<file path="src/rtl/id_pkg.sv">
// Shared constants and scoreboard entry type for the decode stage.
// No logic; imported by the decode-stage interface, top and bypass mux.
package id_pkg;
  localparam int REG_ADDR_W = 5;
  localparam logic [31:0] NOP_INST = 32'h0000_0015;

  typedef struct packed {
    logic                  vld;
    logic [REG_ADDR_W-1:0] addr;
  } sb_entry_t;
endpackage

</file>
<file path="src/rtl/id_stage_pipe_if.sv">
// Fetch/decode/execute-side signal bundle for the decode stage.
// master drives stage inputs; slave is the stage itself.
interface id_stage_pipe_if #(
  parameter int DATA_W    = 32,
  parameter int INST_W    = 32,
  parameter int NUM_SLOTS = 2,
  parameter int NUM_FWD   = 2
);
  import id_pkg::*;

  logic                          stall_in;
  logic                          squash;
  logic [INST_W-1:0]             inst_in;
  logic [NUM_SLOTS*DATA_W-1:0]   slot_in;
  logic [INST_W-1:0]             inst_q;
  logic [NUM_SLOTS*DATA_W-1:0]   slot_q;
  logic                          valid_q;
  logic [REG_ADDR_W-1:0]         rs1_addr;
  logic [REG_ADDR_W-1:0]         rs2_addr;
  logic                          is_load;
  logic [REG_ADDR_W-1:0]         dest_addr;
  logic [DATA_W-1:0]             rf_a;
  logic [DATA_W-1:0]             rf_b;
  logic                          wb_we;
  logic [REG_ADDR_W-1:0]         wb_addr;
  logic [DATA_W-1:0]             wb_data;
  logic [NUM_FWD-1:0]            fwd_valid;
  logic [NUM_FWD*REG_ADDR_W-1:0] fwd_addr;
  logic [NUM_FWD*DATA_W-1:0]     fwd_data;
  logic [DATA_W-1:0]             op_a;
  logic [DATA_W-1:0]             op_b;
  logic                          hazard_stall;
  logic                          is_branch;
  logic                          branch_ne;
  logic [DATA_W-1:0]             imm;
  logic                          branch_taken;
  logic [DATA_W-1:0]             branch_target;

  modport master (
    output stall_in, squash, inst_in, slot_in, rs1_addr, rs2_addr, is_load, dest_addr,
           rf_a, rf_b, wb_we, wb_addr, wb_data, fwd_valid, fwd_addr, fwd_data,
           is_branch, branch_ne, imm,
    input  inst_q, slot_q, valid_q, op_a, op_b, hazard_stall, branch_taken, branch_target
  );

  modport slave (
    input  stall_in, squash, inst_in, slot_in, rs1_addr, rs2_addr, is_load, dest_addr,
           rf_a, rf_b, wb_we, wb_addr, wb_data, fwd_valid, fwd_addr, fwd_data,
           is_branch, branch_ne, imm,
    output inst_q, slot_q, valid_q, op_a, op_b, hazard_stall, branch_taken, branch_target
  );
endinterface

</file>
<file path="src/rtl/operand_bypass_mux.sv">
// Priority operand select: fwd[0..N-1], then writeback, then register file; r0 always rf.
// Purely combinational, no backpressure.
module operand_bypass_mux
  import id_pkg::*;
#(
  parameter int DATA_W  = 32,
  parameter int NUM_FWD = 2
) (
  input  logic [REG_ADDR_W-1:0]         src_addr,
  input  logic [NUM_FWD-1:0]            fwd_valid,
  input  logic [NUM_FWD*REG_ADDR_W-1:0] fwd_addr,
  input  logic [NUM_FWD*DATA_W-1:0]     fwd_data,
  input  logic                          wb_we,
  input  logic [REG_ADDR_W-1:0]         wb_addr,
  input  logic [DATA_W-1:0]             wb_data,
  input  logic [DATA_W-1:0]             rf_data,
  output logic [DATA_W-1:0]             operand
);
  logic hit;

  always_comb begin
    operand = rf_data;
    hit     = 1'b0;
    if (src_addr != '0) begin
      for (int i = 0; i < NUM_FWD; i++) begin
        if (!hit && fwd_valid[i] && fwd_addr[i*REG_ADDR_W +: REG_ADDR_W] == src_addr) begin
          operand = fwd_data[i*DATA_W +: DATA_W];
          hit     = 1'b1;
        end
      end
      if (!hit && wb_we && wb_addr == src_addr) begin
        operand = wb_data;
      end
    end
  end
endmodule

</file>
<file path="src/rtl/id_stage_pipe.sv">
// Decode pipeline register with operand bypass and load-use scoreboard; 1-cycle register, 0-cycle operands.
// Holds on stall_in or its own hazard_stall; ID_BRANCH_RESOLVE_EN adds decode-time branch resolution.
module id_stage_pipe
  import id_pkg::*;
#(
  parameter int DATA_W       = 32,
  parameter int INST_W       = 32,
  parameter int NUM_SLOTS    = 2,
  parameter int NUM_FWD      = 2,
  parameter int LOAD_USE_LAT = 1
) (
  input logic            clk,
  input logic            reset,
  id_stage_pipe_if.slave bus
);
  logic [INST_W-1:0]              inst_r;
  logic [NUM_SLOTS*DATA_W-1:0]    slot_r;
  logic                           valid_r;
  sb_entry_t [LOAD_USE_LAT-1:0]   sb;
  logic                           hazard;
  logic                           hold;
  logic [DATA_W-1:0]              op_a;
  logic [DATA_W-1:0]              op_b;

  always_comb begin
    hazard = 1'b0;
    for (int i = 0; i < LOAD_USE_LAT; i++) begin
      if (sb[i].vld && sb[i].addr != '0 &&
          (sb[i].addr == bus.rs1_addr || sb[i].addr == bus.rs2_addr)) begin
        hazard = 1'b1;
      end
    end
    hazard = hazard & valid_r;
  end

  assign hold = bus.stall_in | hazard;

  // Scoreboard shifts every edge; a held stage injects a bubble so a stalled load is not counted twice.
  always_ff @(posedge clk) begin
    if (reset) begin
      inst_r  <= INST_W'(NOP_INST);
      slot_r  <= '0;
      valid_r <= 1'b0;
      sb      <= '0;
    end else begin
      if (bus.squash) begin
        inst_r  <= INST_W'(NOP_INST);
        slot_r  <= '0;
        valid_r <= 1'b0;
      end else if (!hold) begin
        inst_r  <= bus.inst_in;
        slot_r  <= bus.slot_in;
        valid_r <= 1'b1;
      end
      sb[0] <= sb_entry_t'{vld: valid_r & bus.is_load & ~hold, addr: bus.dest_addr};
      for (int i = 1; i < LOAD_USE_LAT; i++) begin
        sb[i] <= sb[i-1];
      end
    end
  end

  operand_bypass_mux #(.DATA_W(DATA_W), .NUM_FWD(NUM_FWD)) u_mux_a (
    .src_addr (bus.rs1_addr),
    .fwd_valid(bus.fwd_valid),
    .fwd_addr (bus.fwd_addr),
    .fwd_data (bus.fwd_data),
    .wb_we    (bus.wb_we),
    .wb_addr  (bus.wb_addr),
    .wb_data  (bus.wb_data),
    .rf_data  (bus.rf_a),
    .operand  (op_a)
  );

  operand_bypass_mux #(.DATA_W(DATA_W), .NUM_FWD(NUM_FWD)) u_mux_b (
    .src_addr (bus.rs2_addr),
    .fwd_valid(bus.fwd_valid),
    .fwd_addr (bus.fwd_addr),
    .fwd_data (bus.fwd_data),
    .wb_we    (bus.wb_we),
    .wb_addr  (bus.wb_addr),
    .wb_data  (bus.wb_data),
    .rf_data  (bus.rf_b),
    .operand  (op_b)
  );

  assign bus.inst_q       = inst_r;
  assign bus.slot_q       = slot_r;
  assign bus.valid_q      = valid_r;
  assign bus.op_a         = op_a;
  assign bus.op_b         = op_b;
  assign bus.hazard_stall = hazard;

`ifdef ID_BRANCH_RESOLVE_EN
  logic unused_imm_msbs;
  assign unused_imm_msbs   = ^bus.imm[DATA_W-1:DATA_W-2];
  assign bus.branch_taken  = valid_r & bus.is_branch & ~hazard &
                             (bus.branch_ne ? (op_a != '0) : (op_a == '0));
  assign bus.branch_target = slot_r[DATA_W-1:0] + {bus.imm[DATA_W-3:0], 2'b00};
`else
  logic unused_branch_in;
  assign unused_branch_in  = ^{bus.is_branch, bus.branch_ne, bus.imm};
  assign bus.branch_taken  = 1'b0;
  assign bus.branch_target = '0;
`endif
endmodule

</file>
<file path="src/flat_wrapper.sv">
// flat-port wrapper written by rule: the top's interface ports become plain ports
module id_stage_pipe_flat import id_pkg::*;
#(
  parameter int DATA_W       = 32,
  parameter int INST_W       = 32,
  parameter int NUM_SLOTS    = 2,
  parameter int NUM_FWD      = 2,
  parameter int LOAD_USE_LAT = 1
)
  (clk, reset, bus_stall_in, bus_squash, bus_inst_in, bus_slot_in, bus_rs1_addr, bus_rs2_addr, bus_is_load, bus_dest_addr, bus_rf_a, bus_rf_b, bus_wb_we, bus_wb_addr, bus_wb_data, bus_fwd_valid, bus_fwd_addr, bus_fwd_data, bus_is_branch, bus_branch_ne, bus_imm, bus_inst_q, bus_slot_q, bus_valid_q, bus_op_a, bus_op_b, bus_hazard_stall, bus_branch_taken, bus_branch_target);
  id_stage_pipe_if #(.DATA_W(DATA_W), .INST_W(INST_W), .NUM_SLOTS(NUM_SLOTS), .NUM_FWD(NUM_FWD)) bus_i ();
  input logic clk;
  input logic reset;
  input wire logic [$bits(bus_i.stall_in)-1:0] bus_stall_in;
  input wire logic [$bits(bus_i.squash)-1:0] bus_squash;
  input wire logic [$bits(bus_i.inst_in)-1:0] bus_inst_in;
  input wire logic [$bits(bus_i.slot_in)-1:0] bus_slot_in;
  input wire logic [$bits(bus_i.rs1_addr)-1:0] bus_rs1_addr;
  input wire logic [$bits(bus_i.rs2_addr)-1:0] bus_rs2_addr;
  input wire logic [$bits(bus_i.is_load)-1:0] bus_is_load;
  input wire logic [$bits(bus_i.dest_addr)-1:0] bus_dest_addr;
  input wire logic [$bits(bus_i.rf_a)-1:0] bus_rf_a;
  input wire logic [$bits(bus_i.rf_b)-1:0] bus_rf_b;
  input wire logic [$bits(bus_i.wb_we)-1:0] bus_wb_we;
  input wire logic [$bits(bus_i.wb_addr)-1:0] bus_wb_addr;
  input wire logic [$bits(bus_i.wb_data)-1:0] bus_wb_data;
  input wire logic [$bits(bus_i.fwd_valid)-1:0] bus_fwd_valid;
  input wire logic [$bits(bus_i.fwd_addr)-1:0] bus_fwd_addr;
  input wire logic [$bits(bus_i.fwd_data)-1:0] bus_fwd_data;
  input wire logic [$bits(bus_i.is_branch)-1:0] bus_is_branch;
  input wire logic [$bits(bus_i.branch_ne)-1:0] bus_branch_ne;
  input wire logic [$bits(bus_i.imm)-1:0] bus_imm;
  output wire logic [$bits(bus_i.inst_q)-1:0] bus_inst_q;
  output wire logic [$bits(bus_i.slot_q)-1:0] bus_slot_q;
  output wire logic [$bits(bus_i.valid_q)-1:0] bus_valid_q;
  output wire logic [$bits(bus_i.op_a)-1:0] bus_op_a;
  output wire logic [$bits(bus_i.op_b)-1:0] bus_op_b;
  output wire logic [$bits(bus_i.hazard_stall)-1:0] bus_hazard_stall;
  output wire logic [$bits(bus_i.branch_taken)-1:0] bus_branch_taken;
  output wire logic [$bits(bus_i.branch_target)-1:0] bus_branch_target;
  assign bus_i.stall_in = bus_stall_in;
  assign bus_i.squash = bus_squash;
  assign bus_i.inst_in = bus_inst_in;
  assign bus_i.slot_in = bus_slot_in;
  assign bus_i.rs1_addr = bus_rs1_addr;
  assign bus_i.rs2_addr = bus_rs2_addr;
  assign bus_i.is_load = bus_is_load;
  assign bus_i.dest_addr = bus_dest_addr;
  assign bus_i.rf_a = bus_rf_a;
  assign bus_i.rf_b = bus_rf_b;
  assign bus_i.wb_we = bus_wb_we;
  assign bus_i.wb_addr = bus_wb_addr;
  assign bus_i.wb_data = bus_wb_data;
  assign bus_i.fwd_valid = bus_fwd_valid;
  assign bus_i.fwd_addr = bus_fwd_addr;
  assign bus_i.fwd_data = bus_fwd_data;
  assign bus_i.is_branch = bus_is_branch;
  assign bus_i.branch_ne = bus_branch_ne;
  assign bus_i.imm = bus_imm;
  assign bus_inst_q = bus_i.inst_q;
  assign bus_slot_q = bus_i.slot_q;
  assign bus_valid_q = bus_i.valid_q;
  assign bus_op_a = bus_i.op_a;
  assign bus_op_b = bus_i.op_b;
  assign bus_hazard_stall = bus_i.hazard_stall;
  assign bus_branch_taken = bus_i.branch_taken;
  assign bus_branch_target = bus_i.branch_target;
  id_stage_pipe #(.DATA_W(DATA_W), .INST_W(INST_W), .NUM_SLOTS(NUM_SLOTS), .NUM_FWD(NUM_FWD), .LOAD_USE_LAT(LOAD_USE_LAT)) u_core (.clk(clk), .reset(reset), .bus(bus_i));
endmodule
</file>
<file path="config.mk">
export PLATFORM = sky130hd
export DESIGN_NAME = id_stage_pipe_flat
export DESIGN_NICKNAME = d
export VERILOG_FILES = /design/src/rtl/id_pkg.sv /design/src/rtl/id_stage_pipe_if.sv /design/src/rtl/operand_bypass_mux.sv /design/src/rtl/id_stage_pipe.sv /design/src/flat_wrapper.sv
export SDC_FILE = /design/constraint.sdc
export NUM_CORES = 1
export LEC_CHECK = 0
export BUFFER_PORTS_ARGS = -buffer_cell sky130_fd_sc_hd__buf_2
export CAP_MARGIN = 20
export CORE_AREA = 2 2 205 207
export CTS_CLUSTER_SIZE = 10
export DETAILED_ROUTE_END_ITERATION = 10
export DIE_AREA = 0 0 207 209
export PLACE_DENSITY = 0.45
export SLEW_MARGIN = 10
export SYNTH_ARGS = -nofsm -noshare
export SYNTH_HDL_FRONTEND = slang
export SYNTH_SLANG_ARGS = --single-unit
export TNS_END_PERCENT = 1
</file>
<file path="constraint.sdc">
create_clock -name clk -period 2.27 [get_ports clk]
set_input_delay 0.227 -clock clk [delete_from_list [all_inputs] [get_ports clk]]
set_output_delay 0.227 -clock clk [all_outputs]
set_load 0.02 [all_outputs]
</file>
Word level (Yosys, flattened, before mapping)
Index checks and enable logic that the tools add are counted.

Bitwise gates (word level): 5. Equality and inequality tests: 8. Reduce and logical (&&, ||, !) cells: 21. Multiplexer cells: 17.

Operators by type and width (count): $mux 32 (8); $eq 5x5->1 (8); $reduce_bool 5->1 (3); $logic_and 1x1->1 (12); $mux 1 (9); $logic_not 1->1 (4); $and 1x1->1 (3); $reduce_or 2->1 (1); $logic_or 1x1->1 (1); $not 1->1 (1); $or 1x1->1 (1).

Register bits: 103. Word-level logic and storage cells: 56. Output and inout bits: 195. Input port bits: 328.

Depth between registers and ports, before layout
Depth after elaboration: 14. Depth in mapped cells: 9. Gate-level depth less buffers: 5.

By module
Synthesis repeated with hierarchy kept, for this count alone.

Cells, all modules: 1096. Area, all modules: 8648.3 µm².

By module, submodules not included: id_stage_pipe (cells each 734, instances 1, area each 5840.6 µm², sequential area each 2062.0 µm²); operand_bypass_mux (cells each 181, instances 2, area each 1403.8 µm², sequential area each 0.0 µm²).

Least setup slack after synthesis
No wires, ideal clock.

Path kind: input to output. From: input port bus_rs2_addr[1]. To: output port bus_op_b[10]. Slack: 0.176 ns. Buffers on the path: 2. Arrival: 1.867 ns. Stages on the path: 7. Required time: 2.043 ns. Path through: buf_2 -> xnor2_1 -> nand4_1 -> nor3_1 -> clkbuf_1 -> a311oi_1 -> o2bb2ai_1.

Cells in the longest elaborated chain, start to end: 14. Elaborated cells between the ends (all ways): 19. Those cells by class: 3 x eq/ne; 8 x mux; 8 x reduce/logical.

Ends and longest elaborated chain: start, declared (RTL line flat_wrapper.sv:19) `input wire logic [$bits(bus_i.rs2_addr)-1:0] bus_rs2_addr;`; $eq 5x5->1 (RTL line operand_bypass_mux.sv:26) `if (!hit && fwd_valid[i] && fwd_addr[i*REG_ADDR_W +: REG_ADDR_W] == src_addr) begin`; $logic_and 1x1->1 (RTL line operand_bypass_mux.sv:26); $mux 1 (RTL line operand_bypass_mux.sv:26); $mux 1 (RTL line operand_bypass_mux.sv:24) `if (src_addr != '0) begin`; $logic_not 1->1 (RTL line operand_bypass_mux.sv:26); $logic_and 1x1->1 (2 in a row) (RTL line operand_bypass_mux.sv:26); $mux 1 (RTL line operand_bypass_mux.sv:26); $mux 1 (RTL line operand_bypass_mux.sv:24); $logic_not 1->1 (RTL line operand_bypass_mux.sv:31) `if (!hit && wb_we && wb_addr == src_addr) begin`; $logic_and 1x1->1 (2 in a row) (RTL line operand_bypass_mux.sv:31); $mux 32 (RTL line operand_bypass_mux.sv:31); $mux 32 * (RTL line operand_bypass_mux.sv:24); end, declared (RTL line flat_wrapper.sv:37) `output wire logic [$bits(bus_i.op_b)-1:0] bus_op_b;`.

Mark *: on every way between the ends. The rest lies on a longest branch, timed or not. The select of a mux whose other input is x is not followed.

Final worst setup path
From: input port bus_fwd_addr[4]. To: output port bus_op_a[18].

Cells in the longest elaborated chain, start to end: 14. Elaborated cells between the ends (all ways): 16. Those cells by class: 1 x eq/ne; 8 x mux; 7 x reduce/logical.

Ends and longest elaborated chain: start, declared (RTL line flat_wrapper.sv:28) `input wire logic [$bits(bus_i.fwd_addr)-1:0] bus_fwd_addr;`; $eq 5x5->1 * (RTL line operand_bypass_mux.sv:26); $logic_and 1x1->1 * (RTL line operand_bypass_mux.sv:26); $mux 1 (RTL line operand_bypass_mux.sv:26); $mux 1 (RTL line operand_bypass_mux.sv:24); $logic_not 1->1 (RTL line operand_bypass_mux.sv:26); $logic_and 1x1->1 (2 in a row) (RTL line operand_bypass_mux.sv:26); $mux 1 (RTL line operand_bypass_mux.sv:26); $mux 1 (RTL line operand_bypass_mux.sv:24); $logic_not 1->1 (RTL line operand_bypass_mux.sv:31); $logic_and 1x1->1 (2 in a row) (RTL line operand_bypass_mux.sv:31); $mux 32 * (RTL line operand_bypass_mux.sv:31); $mux 32 * (RTL line operand_bypass_mux.sv:24); end, declared (RTL line flat_wrapper.sv:36) `output wire logic [$bits(bus_i.op_a)-1:0] bus_op_a;`.

Marked as above.

==> flow_summary.yaml <==
floorplanning:
  die_width_um: 207
  initial_core_util: 0.185
  fp.dieArea_um2: 43300
  core_um2: 41300
  rows: 75
  ios: 523
  die_h_um: 209
clocking:
  cts_tree: "built"
  clk_latency_ns: 0.36
  cts_buffer_depth: 2
  cts.clk_slew.worst_paths_ns: 0.06
  htreeDepth: 3
  cts.sinks: 103
  cts_root_buf: "clkbuf_16"
  cts_inserted_buffers: 9
  hold_buffers: 0
worst_setup_path:
  end_kind: "primary output"
  cp_data_required_time_ns: 2.04
  worstPathArrival_ns: 2.03
  cp_max_fo: 15
  crit_type: "primary input to primary output"
  r2r_slack_ns: 0.28
  start_kind: "primary input"
global_routing:
  use_met3: 0.0473
  grt_util_all_layers: 0.151
  top_usage_layer: "met2"
  grt_pass1_vias: 9020
  grt_max_degree: 118
  grt_pass1_wl_um: 52100
  grt_use_met1: 0.180
  grtUsageMet2: 0.254
  antenna_found_initial: 8
  grt_overflow_total: 0
power_and_ir_drop:
  power.total_mw: 5.15
  p_per_area_nw_per_um2: 454
  power_leakage_nw: 5.50
  ir_drop_mv: 0.342
logic_synthesis:
  synthCells: 969
  yosysTopAreaCellShare: 0.269
  synth_edf_count: 0
  avgSynthCellArea_um2: 7.90
  ys_seq_area_frac: 0.269
  synth_top_area_cell: "dfxtp_1"
  ys_warn_count: 0
  synth_area_leaders: "dfxtp_1 (27%), mux2i_1 (13%), nand2_1 (9.5%)"
  synth.distinct_cells: 42
  syn_area_um2: 7660
  synth-async-reset-ratio: 0
  ys_ff_latch: 103
  synth_flop_cell: "dfxtp_1"
finish:
  drive_gt1_frac: 0.396
  finish.net_count: 1723
  stdcell_count: 1942
  area_growth_pct: 48.1
sta:
  worst_slew_pin_slew_ns: 0.516
  max_freq_mhz: 444
  slew_viol_final: 0
  setup_slack_ns: 0.0164
  final_period_minus_worst_setup_slack_ns: 2.25
  hold_viol: 0
  slew_headroom: 0.656
  fin_crit_sh: 0.993
  setup-violations-final: 0
  rsz0062_at_grt: "yes"
  skew_ns: 0.0132
place:
  dp.cells: 1915
  place.gp.congestion: 0.841
  io_buffers: 455
  pre_cts_ws_ns: -0.0397
  hpwlAfterDp_um: 26400
flow_run:
  drv_cap: 0
min_path:
  hold_path_class: "primary input to flop"
drt:
  detail_route.wl_per_cell_um: 18.6
  vias: 9060
  drc: 0
  drt-total-wl_um: 36100
  postRouteAntennaNets: 0
  first_pass_iters: 5
  drtIter0Drc: 591
  via_per_inst: 4.67
run_status:
  status: "finished clean"
final cells by class:
cell class              instances  area, um2
clock inverters                 5       63.8
inverters                      65        244
repair buffers                517       3240
flip-flops and latches        103       2060
multi-input cells             699       4800
well taps                     539        674
fillers                      4605      30000
clock buffers                  11        243
diodes                          3       7.51
cells in the final DEF, fill, tap and decap left out, types with 33 or more instances in the layout:
cell type	instances
buf_2	439
conb_1	33
inv_1	65
nand2_1	194
dfxtp_1	103
buf_4	37
o21ai_0	33
nor3_1	66
a311oi_1	33
a31o_1	57
mux2i_1	96
cells in the mapped netlist (all sizes together), types with 5 or more instances:
cell,instances
a31o,58
xnor2,30
nor3,67
nor2,13
xor2,10
nand2,194
clkbuf,61
o211a,30
o32a,29
buf,73
dfxtp,103
nor2b,5
inv,65
o21ai,33
a311oi,34
mux2i,96
o2bb2ai,32
flip-flops by register name, summed over array words and instances, names as in the netlist:
| name | count |
|---|---|
| u_core.bus.inst_q | 32 |
| u_core.bus.slot_q | 64 |
| u_core.bus.valid_q | 1 |
| u_core.sb | 6 |
per-layer routing:
layer | routed length (um) | part of all wire
met1 | 14800 | 0.41
met2 | 16800 | 0.47
met3 | 3510 | 0.097
met4 | 950 | 0.026
met5 | 76 | 0.0021
per-stage QoR:
step / cell area, um2 / hold slack (ns) / util / TNS [ns]
global placement: 10700 / 0.439 / 0.259 / -0.0846
detailed placement: 10700 / 0.441 / 0.259 / -0.0784
finish: 11300 / 0.0813 / 0.275 / 0
global route: 11300 / 0.0781 / 0.275 / -0.112
CTS: 11000 / 0.0616 / 0.267 / -0.0111
floorplan: 7780 / 0.299 / - / 0
path summary, 6_finish.rpt:
kind / startpoint / end / cells past startpoint
max: bus_fwd_addr[4] / bus_op_a[18] / 8
min: bus_dest_addr[4] / u_core.sb[4]$_SDFF_PP0_ / 2
max reg2reg: u_core.sb[0]$_SDFF_PP0_ / u_core.bus.slot_q[53]$_SDFFE_PP0N_ / 6
min reg2reg: u_core.bus.slot_q[42]$_SDFFE_PP0N_ / u_core.bus.slot_q[42]$_SDFFE_PP0N_ / 2
kinds of logic (layout without fill, tap and decap cells):
family | Yosys count | count (layout) | synth area share
AOI/OAI and AO/OA | 230 | 230 | 0.254
and+or+nand+nor | 300 | 300 | 0.169
DFF | 103 | 103 | 0.269
other | 1 | 36 | 0.000490
xor gates and xnor gates | 40 | 40 | 0.0497
buffers and inverters | 199 | 598 | 0.132
muxes | 96 | 96 | 0.126
critical path: stages:
cell and delay (ns):
buf_2 0.12, xnor2_2 0.20, nand4_4 0.14, or2_4 0.36
clkbuf_16 0.22, a31o_1 0.23, o32a_1 0.35, buf_2 0.16
where the power goes:
part,switching (mW),total (mW),internal (mW)
Combinational,0.917,1.60,0.683
Sequential,0.0363,1.90,1.87
Clock,0.742,1.64,0.899
Total,1.70,5.15,3.45
timing repair:
item	4_1_cts	5_1_grt
setup buffers	0	0
setup endpoints to repair	7	39
gates cloned	1	7
resized for setup	4	36
pin swaps	2	12
Power figures use the tool's default switching activity.
